File: config.mk
export PLATFORM = sky130hd
export DESIGN_NAME = mult_const_seq
export DESIGN_NICKNAME = d
export VERILOG_FILES = /design/src/rtl/mult_const_seq.sv
export SDC_FILE = /design/constraint.sdc
export NUM_CORES = 2
export LEC_CHECK = 0
export CORE_MARGIN = 5
export CORE_UTILIZATION = 45
export CTS_CLUSTER_SIZE = 40
export DETAILED_ROUTE_END_ITERATION = 12
export MAX_ROUTING_LAYER = met4
export PLACE_DENSITY = 0.68
export SLEW_MARGIN = 20
export SYNTH_ARGS = -nofsm -noshare
export SYNTH_HDL_FRONTEND = slang
export SYNTH_SLANG_ARGS = --single-unit
File: constraint.sdc
create_clock -name clk -period 16.6 [get_ports clk]
set_input_delay 4.15 -clock clk [delete_from_list [all_inputs] [get_ports clk]]
set_output_delay 4.15 -clock clk [all_outputs]
set_load 0.005 [all_outputs]
File: src/rtl/mult_const_seq.sv
// Sequential matrix-by-scalar multiplier: latches an N x N matrix and a constant on start,
// then produces LANES wrapped or saturated products per clock with per-element overflow flags.
module mult_const_seq #(
    parameter int N     = 5,
    parameter int EW    = 8,
    parameter int LANES = 5
) (
    input  logic                clk,
    input  logic                rst_n,
    input  logic                start,
    input  logic                signed_mode,
    input  logic                saturate,
    input  logic [N*N*EW-1:0]   matriz_A,
    input  logic [EW-1:0]       const_val,
    output logic [N*N*EW-1:0]   resultado,
    output logic [N*N-1:0]      ovf_mask,
    output logic                overflow,
    output logic                busy,
    output logic                done
);

    localparam int NE  = N * N;
    localparam int NCH = (NE + LANES - 1) / LANES;
    localparam int CW  = (NCH > 1) ? $clog2(NCH) : 1;
    // Two extension bits keep both signed and unsigned EW x EW products exact.
    localparam int PW  = 2 * EW + 2;

    typedef enum logic [1:0] {IDLE, RUN, DONE} state_t;

    state_t            state, state_nxt;
    logic [NE*EW-1:0]  a_q;
    logic [EW-1:0]     k_q;
    logic              sgn_q;
    logic              sat_q;
    logic [CW-1:0]     cnt;
    logic              accept;
    logic              last;
    logic [EW-1:0]     lane_val [LANES];
    logic [LANES-1:0]  lane_ovf;

    // Returns {overflow, element} for a full-precision product.
    function automatic logic [EW:0] sat_elem(input logic signed [PW-1:0] p,
                                             input logic sgn, input logic sat);
        logic          ovf;
        logic [EW-1:0] val;
        if (sgn)
            ovf = !((&p[PW-1:EW-1]) || !(|p[PW-1:EW-1]));
        else
            ovf = |p[PW-1:EW];
        val = p[EW-1:0];
        if (ovf && sat) begin
            if (sgn)
                val = p[PW-1] ? {1'b1, {(EW-1){1'b0}}} : {1'b0, {(EW-1){1'b1}}};
            else
                val = '1;
        end
        return {ovf, val};
    endfunction

    function automatic logic [EW:0] mul_elem(input logic [EW-1:0] a, input logic [EW-1:0] k,
                                             input logic sgn, input logic sat);
        logic signed [PW-1:0] a_ext;
        logic signed [PW-1:0] k_ext;
        logic signed [PW-1:0] p;
        a_ext = {{(PW-EW){sgn & a[EW-1]}}, a};
        k_ext = {{(PW-EW){sgn & k[EW-1]}}, k};
        p     = a_ext * k_ext;
        return sat_elem(p, sgn, sat);
    endfunction

    assign accept = start && ((state == IDLE) || (state == DONE));
    assign last   = (cnt == CW'(NCH - 1));

    always_ff @(posedge clk or negedge rst_n) begin
        if (!rst_n)
            state <= IDLE;
        else
            state <= state_nxt;
    end

    always_comb begin
        state_nxt = state;
        case (state)
            IDLE:    if (start) state_nxt = RUN;
            RUN:     if (last) state_nxt = DONE;
            DONE:    state_nxt = start ? RUN : IDLE;
            default: state_nxt = IDLE;
        endcase
    end

    always_comb begin
        busy = (state == RUN);
        done = (state == DONE);
    end

    // Lanes past the last element read element 0 and have their overflow masked off.
    always_comb begin
        int          idx;
        logic [EW:0] res;
        lane_ovf = '0;
        for (int l = 0; l < LANES; l++) begin
            idx         = int'(cnt) * LANES + l;
            res         = mul_elem(a_q[((idx < NE) ? idx : 0)*EW +: EW], k_q, sgn_q, sat_q);
            lane_val[l] = res[EW-1:0];
            lane_ovf[l] = res[EW] && (idx < NE);
        end
    end

    always_ff @(posedge clk or negedge rst_n) begin
        if (!rst_n) begin
            a_q       <= '0;
            k_q       <= '0;
            sgn_q     <= 1'b0;
            sat_q     <= 1'b0;
            cnt       <= '0;
            resultado <= '0;
            ovf_mask  <= '0;
            overflow  <= 1'b0;
        end else if (accept) begin
            a_q       <= matriz_A;
            k_q       <= const_val;
            sgn_q     <= signed_mode;
            sat_q     <= saturate;
            cnt       <= '0;
            resultado <= '0;
            ovf_mask  <= '0;
            overflow  <= 1'b0;
        end else if (state == RUN) begin
            cnt <= last ? '0 : cnt + CW'(1);
            for (int e = 0; e < NE; e++) begin
                if (CW'(e / LANES) == cnt) begin
                    resultado[e*EW +: EW] <= lane_val[e % LANES];
                    ovf_mask[e]           <= lane_ovf[e % LANES];
                end
            end
            overflow <= overflow | (|lane_ovf);
        end
    end

endmodule

**Word-level counts from Yosys, hierarchy flattened**

Cells that the tools add are included.

- Reductions and logical operators: 57
- Eq/ne operators: 9
- Bitwise gates (word level): 7
- Mux-type cells: 88
- Add/sub/neg operators: 5
- Multipliers: 6
- $lt $le $gt $ge: 5
- Shifts and indexed selects: 5

Operators by type and width:

| cell | number |
|---|---|
| variable part select 200 x 32 -> 8 bit | 4 |
| 2-to-1 mux 200 bit | 2 |
| 2-to-1 mux 8 bit | 40 |
| variable part select 200 x 11 -> 8 bit | 1 |
| 2-to-1 mux 29 bit | 4 |
| multiplier 9 x 9 -> 18 bit | 5 |
| AND reduction 11 bit | 5 |
| OR reduction 11 bit | 5 |
| 2-to-1 mux 25 bit | 2 |
| OR reduction 10 bit | 5 |
| 2-to-1 mux 1 bit | 33 |
| < comparator 32 x 6 -> 1 bit, second input constant | 1 |
| < comparator 7 x 5 -> 1 bit, second input constant | 4 |
| adder 6 x 2 -> 7 bit, second input constant | 2 |
| AND reduction 2 bit | 6 |
| nonzero test 2 bit | 6 |
| logical AND 1 bit | 11 |
| logical NOT 1 bit | 10 |
| 2-to-1 mux 3 bit | 3 |
| adder 6 x 1 -> 7 bit, second input constant | 1 |
| adder 6 x 3 -> 7 bit, second input constant | 1 |
| 2-to-1 mux 7 bit | 1 |
| bitwise AND 1 bit | 6 |
| equality test 2 x 3 -> 1 bit, first input constant | 2 |
| other kinds (16) | 22 |

- Output and inout port bits: 228
- Word-level logic and storage cells: 199
- Input port bits: 213
- Flip-flop bits (word level): 441

**Depth between registers and ports, before layout**

- Depth after elaboration: 17
- Mapped depth: 40
- Depth with buffers taken out: 34

**Worst setup path before layout**

No wires, ideal clock.

- Path type: reg-to-reg
- From: register cnt[0]
- To: register resultado[46]
- Data required time: 16.451 ns
- Cell stages (with the launch flop): 37
- Clock period less this slack: 9.886 ns
- Setup time: 0.149 ns
- Path slack: 6.714 ns
- Arrival: 9.736 ns
- Cells stage by stage: dfrtp_1 buf_2 inv_2 clkbuf_1 ha_1 buf_2 inv_1 ha_1 nor2b_1 o21a_1 or3_1 buf_2 buf_2 buf_2 mux4_2 nand2_1 nand3_1 a31oi_1 nor2_1 fa_1 inv_1 fa_1 inv_1 fa_1 fa_1 fa_1 ha_1 nand3_1 a21oi_1 o21a_1 or4_1 o311a_1 or4_1 or4b_1 nand3_1 clkbuf_1 a311oi_1

- Cells in the longest elaborated chain, start to end: 16
- Elaborated cells between the ends (all ways): 23

RTL lines:

| element | RTL line | text |
|---|---|---|
| start, declared | 35 | `logic [CW-1:0] cnt;` |
| start signal, assigned | 129 | `cnt <= last ? '0 : cnt + CW'(1);` |
| multiplier 3 x 3 -> 6 bit | 102 | `idx = int'(cnt) * LANES + l;` |
| < comparator 32 x 6 -> 1 bit | 103 | `res = mul_elem(a_q[((idx < NE) ? idx : 0)*EW +: EW], k_q, sgn_q, sat_q);` |
| 2-to-1 mux 29 bit | 103 |  |
| variable part select 200 x 32 -> 8 bit | 103 |  |
| bitwise AND 1 bit | 65 | `a_ext = {{(PW-EW){sgn & a[EW-1]}}, a};` |
| multiplier 9 x 9 -> 18 bit | 67 | `p = a_ext * k_ext;` |
| OR reduction 11 bit | 47 | `ovf = !((&p[PW-1:EW-1]) \|\| !(\|p[PW-1:EW-1]));` |
| logical NOT 1 bit | 47 |  |
| logical OR 1 bit | 47 |  |
| logical NOT 1 bit | 47 |  |
| 2-to-1 mux 1 bit | 46 | `if (sgn)` |
| logical AND 1 bit | 51 | `if (ovf && sat) begin` |
| 2-to-1 mux 8 bit | 51 |  |
| 2-to-1 mux 8 bit | 131 | `if (CW'(e / LANES) == cnt) begin` |
| 2-to-1 mux 200 bit | 128 | `end else if (state == RUN) begin` |
| 2-to-1 mux 200 bit | 119 | `end else if (accept) begin` |
| end signal, assigned by index | 132 | `resultado[e*EW +: EW] <= lane_val[e % LANES];` |
| end, declared | 15 | `output logic [N*N*EW-1:0] resultado,` |

Several ways; a longest one is shown, not always the timed one. The select of a mux whose other input is x is not followed.
A chain may end at the register's enable or synchronous reset.

**Worst setup path in the final report**

- From: register cnt[2]
- To: register resultado[175]

- Cells in the longest elaborated chain, start to end: 17
- Elaborated cells between the ends (all ways): 24

RTL lines:

| element | RTL line |
|---|---|
| multiplier 3 x 3 -> 6 bit | 102 |
| adder 6 x 1 -> 7 bit | 102 |
| < comparator 7 x 5 -> 1 bit | 103 |
| 2-to-1 mux 29 bit | 103 |
| variable part select 200 x 32 -> 8 bit | 103 |
| bitwise AND 1 bit | 65 |
| multiplier 9 x 9 -> 18 bit | 67 |
| OR reduction 11 bit | 47 |
| logical NOT 1 bit | 47 |
| logical OR 1 bit | 47 |
| logical NOT 1 bit | 47 |
| 2-to-1 mux 1 bit | 46 |
| logical AND 1 bit | 51 |
| 2-to-1 mux 8 bit | 51 |
| 2-to-1 mux 8 bit | 131 |
| 2-to-1 mux 200 bit | 128 |
| 2-to-1 mux 200 bit | 119 |

Several ways; a longest one is shown, not always the timed one. The select of a mux whose other input is x is not followed.

==> results_tabular.tex <==
\begin{tabular}{lr}
\hline
Metric & Value \\
\hline
\multicolumn{2}{l}{\textbf{Layout}} \\
Number of cells in the finished layout apart from fillers & 6373 \\
Most frequent cells in the layout & nand2\_1 (1055), dfrtp\_1 (440), clkdlybuf4s50\_1 (439) \\
Post-layout util & 52.8\% \\
Footprint of the multi-input gates & 29100 um2 \\
Commonest non-fill, non-tap cell in the layout & nand2\_1 \\
Fin nets & 5837 \\
Cell area after layout & 49900 um2 \\
Layout cells sized above 1 & 8.93\% \\
Layout filler cell count & 8745 \\
Seq. cell area & 11000 um2 \\
Layout Area Growth over Synthesis & 17.0\% \\
\multicolumn{2}{l}{\textbf{STA}} \\
Slew at the pin closest to its max-slew limit & 1.22 ns \\
Worst-case headroom to the max-slew limit & 18.6\% \\
Share of the clock period used by the worst path & 74.8\% \\
Final Max Tran Viols & 0 \\
Final hold viol count & 0 \\
Accumulated negative setup slack & 0 ns \\
Achievable frequency & 80.6 MHz \\
Worst clock skew & 0.0362 ns \\
Time the worst path needs with I/O delays and setup & 12.41 ns \\
Final-report setup violation count & 0 \\
Unrepaired setup endpoints after global routing & no \\
\multicolumn{2}{l}{\textbf{Synthesis}} \\
Mean instance size in the synthesized netlist & 8.92 um2 \\
Net count after synthesis & 5551 \\
Mapped cell area & 42700 um2 \\
Synth Warn \# & 0 \\
Count of state elements after synthesis & 441 \\
Portion of the post-synthesis area used by sequential elements & 25.9\% \\
Async set-reset flop share out of synthesis & 100\% \\
Unique cell type count in the Yosys netlist & 97 \\
Top flip-flop cell by instance count after synthesis & dfrtp\_1 \\
Number of instances in the synthesized netlist & 4785 \\
Number of synthesized flops with an enable pin & 0 \\
\multicolumn{2}{l}{\textbf{Clock tree}} \\
Post-CTS Setup Bufs & 0 \\
Count of hold buffers inserted by post-cts repair & 0 \\
Clk Latency, worst-skew pair & 0.63 ns \\
Number of buffers added by the clock tree synthesis step & 46 \\
Buffer type at the clock tree root & clkbuf\_16 \\
TritonCTS Sinks & 441 \\
Post-cts gate resize count & 0 \\
CTS H-tree lvls & 2 \\
Clock tree from TritonCTS & yes \\
Clock slew at the register clock pins of the worst setup and hold paths & 0.07 ns \\
Clk buf depth & 3 \\
\multicolumn{2}{l}{\textbf{Critical path}} \\
Cell with the largest stage delay on the worst path & nor2\_2 \\
Count of cells along the worst register-to-register path & 29 \\
Data required time at the worst endpoint & 17.06 ns \\
Maximum fanout encountered on the critical timing path & 16 \\
Worst path most repeated cell & fa\_1 \\
Data arrival at the endpoint of the critical path & 12.87 ns \\
Crit end category & flip-flop \\
Max incr delay on CP & 0.85 ns \\
Type of the setup path with the least slack & flip-flop to flip-flop \\
Startpoint type of the worst setup path & flip-flop \\
\multicolumn{2}{l}{\textbf{Placed design}} \\
Routability Congestion & 1.05 \\
Detailed placer's ending HPWL & 123000 um \\
Placed cell count & 6288 \\
Input/output buffers & 440 \\
Placement-stage cell area & 48400 um2 \\
\multicolumn{2}{l}{\textbf{Global route}} \\
Overflow left after global routing & 0 \\
Overall fraction of global-route tracks in use & 32.6\% \\
Vias in the first global route & 39367 \\
Maximum number of pins on one net before global-route repair & 190 \\
Met1 layer usage reported by global route & 41.4\% \\
Busiest layer in global routing & met2 \\
First-pass GRT wire length & 249000 um \\
Met3 track demand over resource & 6.73\% \\
Number of antenna violations at the first check in global routing & 1 \\
Met2 track demand over resource & 49.2\% \\
\multicolumn{2}{l}{\textbf{Die}} \\
Overall die height & 318 um \\
Starting density of the core & 45.1\% \\
Area of the die & 101000 um2 \\
Std cell rows & 113 \\
Core area & 94600 um2 \\
Number of I/O pins & 441 \\
Die Wd & 318 um \\
\multicolumn{2}{l}{\textbf{Drt}} \\
Via/cell ratio & 6.12 \\
First-iteration detailed-routing DRC count & 4550 \\
Number of DRC violations after detailed routing & 0 \\
Wire length after detailed routing & 164000 um \\
First drt pass iteration count & 7 \\
Total number of vias & 38987 \\
Per-cell routed wire length & 25.8 um \\
Routed Antenna Nets & 0 \\
\multicolumn{2}{l}{\textbf{Flow run}} \\
Max-cap violations & 0 \\
\multicolumn{2}{l}{\textbf{Min path}} \\
Worst hold path class & flip-flop to flip-flop \\
Hold-critical path depth & 2 \\
\multicolumn{2}{l}{\textbf{Status}} \\
Result of the run & complete, no violations \\
\hline
\end{tabular}
==> final cells by class <==
cell class	instances	share of cell area, %
diodes	2	0.0100
clock buffers	67	2.70
clock inverters	16	0.313
inverters	422	3.17
multi-input cells	3627	58.2
flip-flops and latches	441	22.1
well taps	1265	3.17
repair buffers	533	10.3
==> path summary, 6_finish.rpt <==
kind | startpoint | slack (ns) | end
setup / recovery | cnt[2] | 4.19 | resultado[175]
hold / removal | resultado[173] | 0.48 | resultado[173]
setup reg to reg | cnt[2] | 4.19 | resultado[175]
hold reg to reg | resultado[173] | 0.48 | resultado[173]
max in group asynchronous | rst_n | 11.65 | a_q[98]
min in group asynchronous | rst_n | 3.52 | resultado[102]
==> sequential cells by signal, summed over array words and instances, names as in the netlist <==
register / flops
a_q: 200
sat_q: 1
overflow: 1
state: 2
k_q: 8
cnt: 3
sgn_q: 1
ovf_mask: 25
resultado: 200
==> synth_stat cells, types with 86 or more instances <==
cell type / instances / area share [%]
mux2i_1: 86 / 2.0
nand3_1: 183 / 2.1
inv_1: 417 / 3.7
mux4_2: 154 / 8.1
ha_1: 208 / 6.1
clkbuf_1: 232 / 2.0
a21oi_1: 143 / 1.7
nor2_1: 243 / 2.1
nand2_1: 1060 / 9.3
o21ai_0: 220 / 2.6
fa_1: 345 / 16
dfrtp_1: 441 / 26
==> worst max-delay path, delay by kind of cell, from the launching register on <==
kind                     cells  cell delay [ns]
flip-flops                   1             0.82
multiplexers                 1             0.22
adder cells (fa/ha/maj)      8             4.12
buffers and inverters        3             0.45
AO/OA/AOI/OAI               12             4.59
AND/OR/NAND/NOR              5             2.03
==> kinds of logic after synthesis <==
family | Yosys count | synth area share, %
muxes | 265 | 10.8
DFF | 441 | 25.9
adders and majority gates | 553 | 22.3
and+or+nand+nor | 1893 | 19.6
xor gates and xnor gates | 81 | 1.74
buffers and inverters | 717 | 6.47
AOI/OAI and AO/OA | 835 | 13.3
==> routing by layer <==
metal | share of wire [%] | vias up
met4 | 7.2 | 0
met2 | 44 | 2295
met3 | 9.7 | 581
met1 | 39 | 19100
met5 | 0 | -
li1 | - | 17011
==> per-stage QoR <==
stage / worst slack [ns] / hold slack, ns
after floorplan: 6.71 / 0.473
after global placement: 4.69 / 0.468
after detailed placement: 4.41 / 0.469
after CTS: 4.42 / 0.483
after global routing: 3.55 / 0.516
final: 4.19 / 0.479
Power is left out: the tool's default activity adds up to more than one toggle a clock period on the data nets, which glitch-free logic cannot reach.
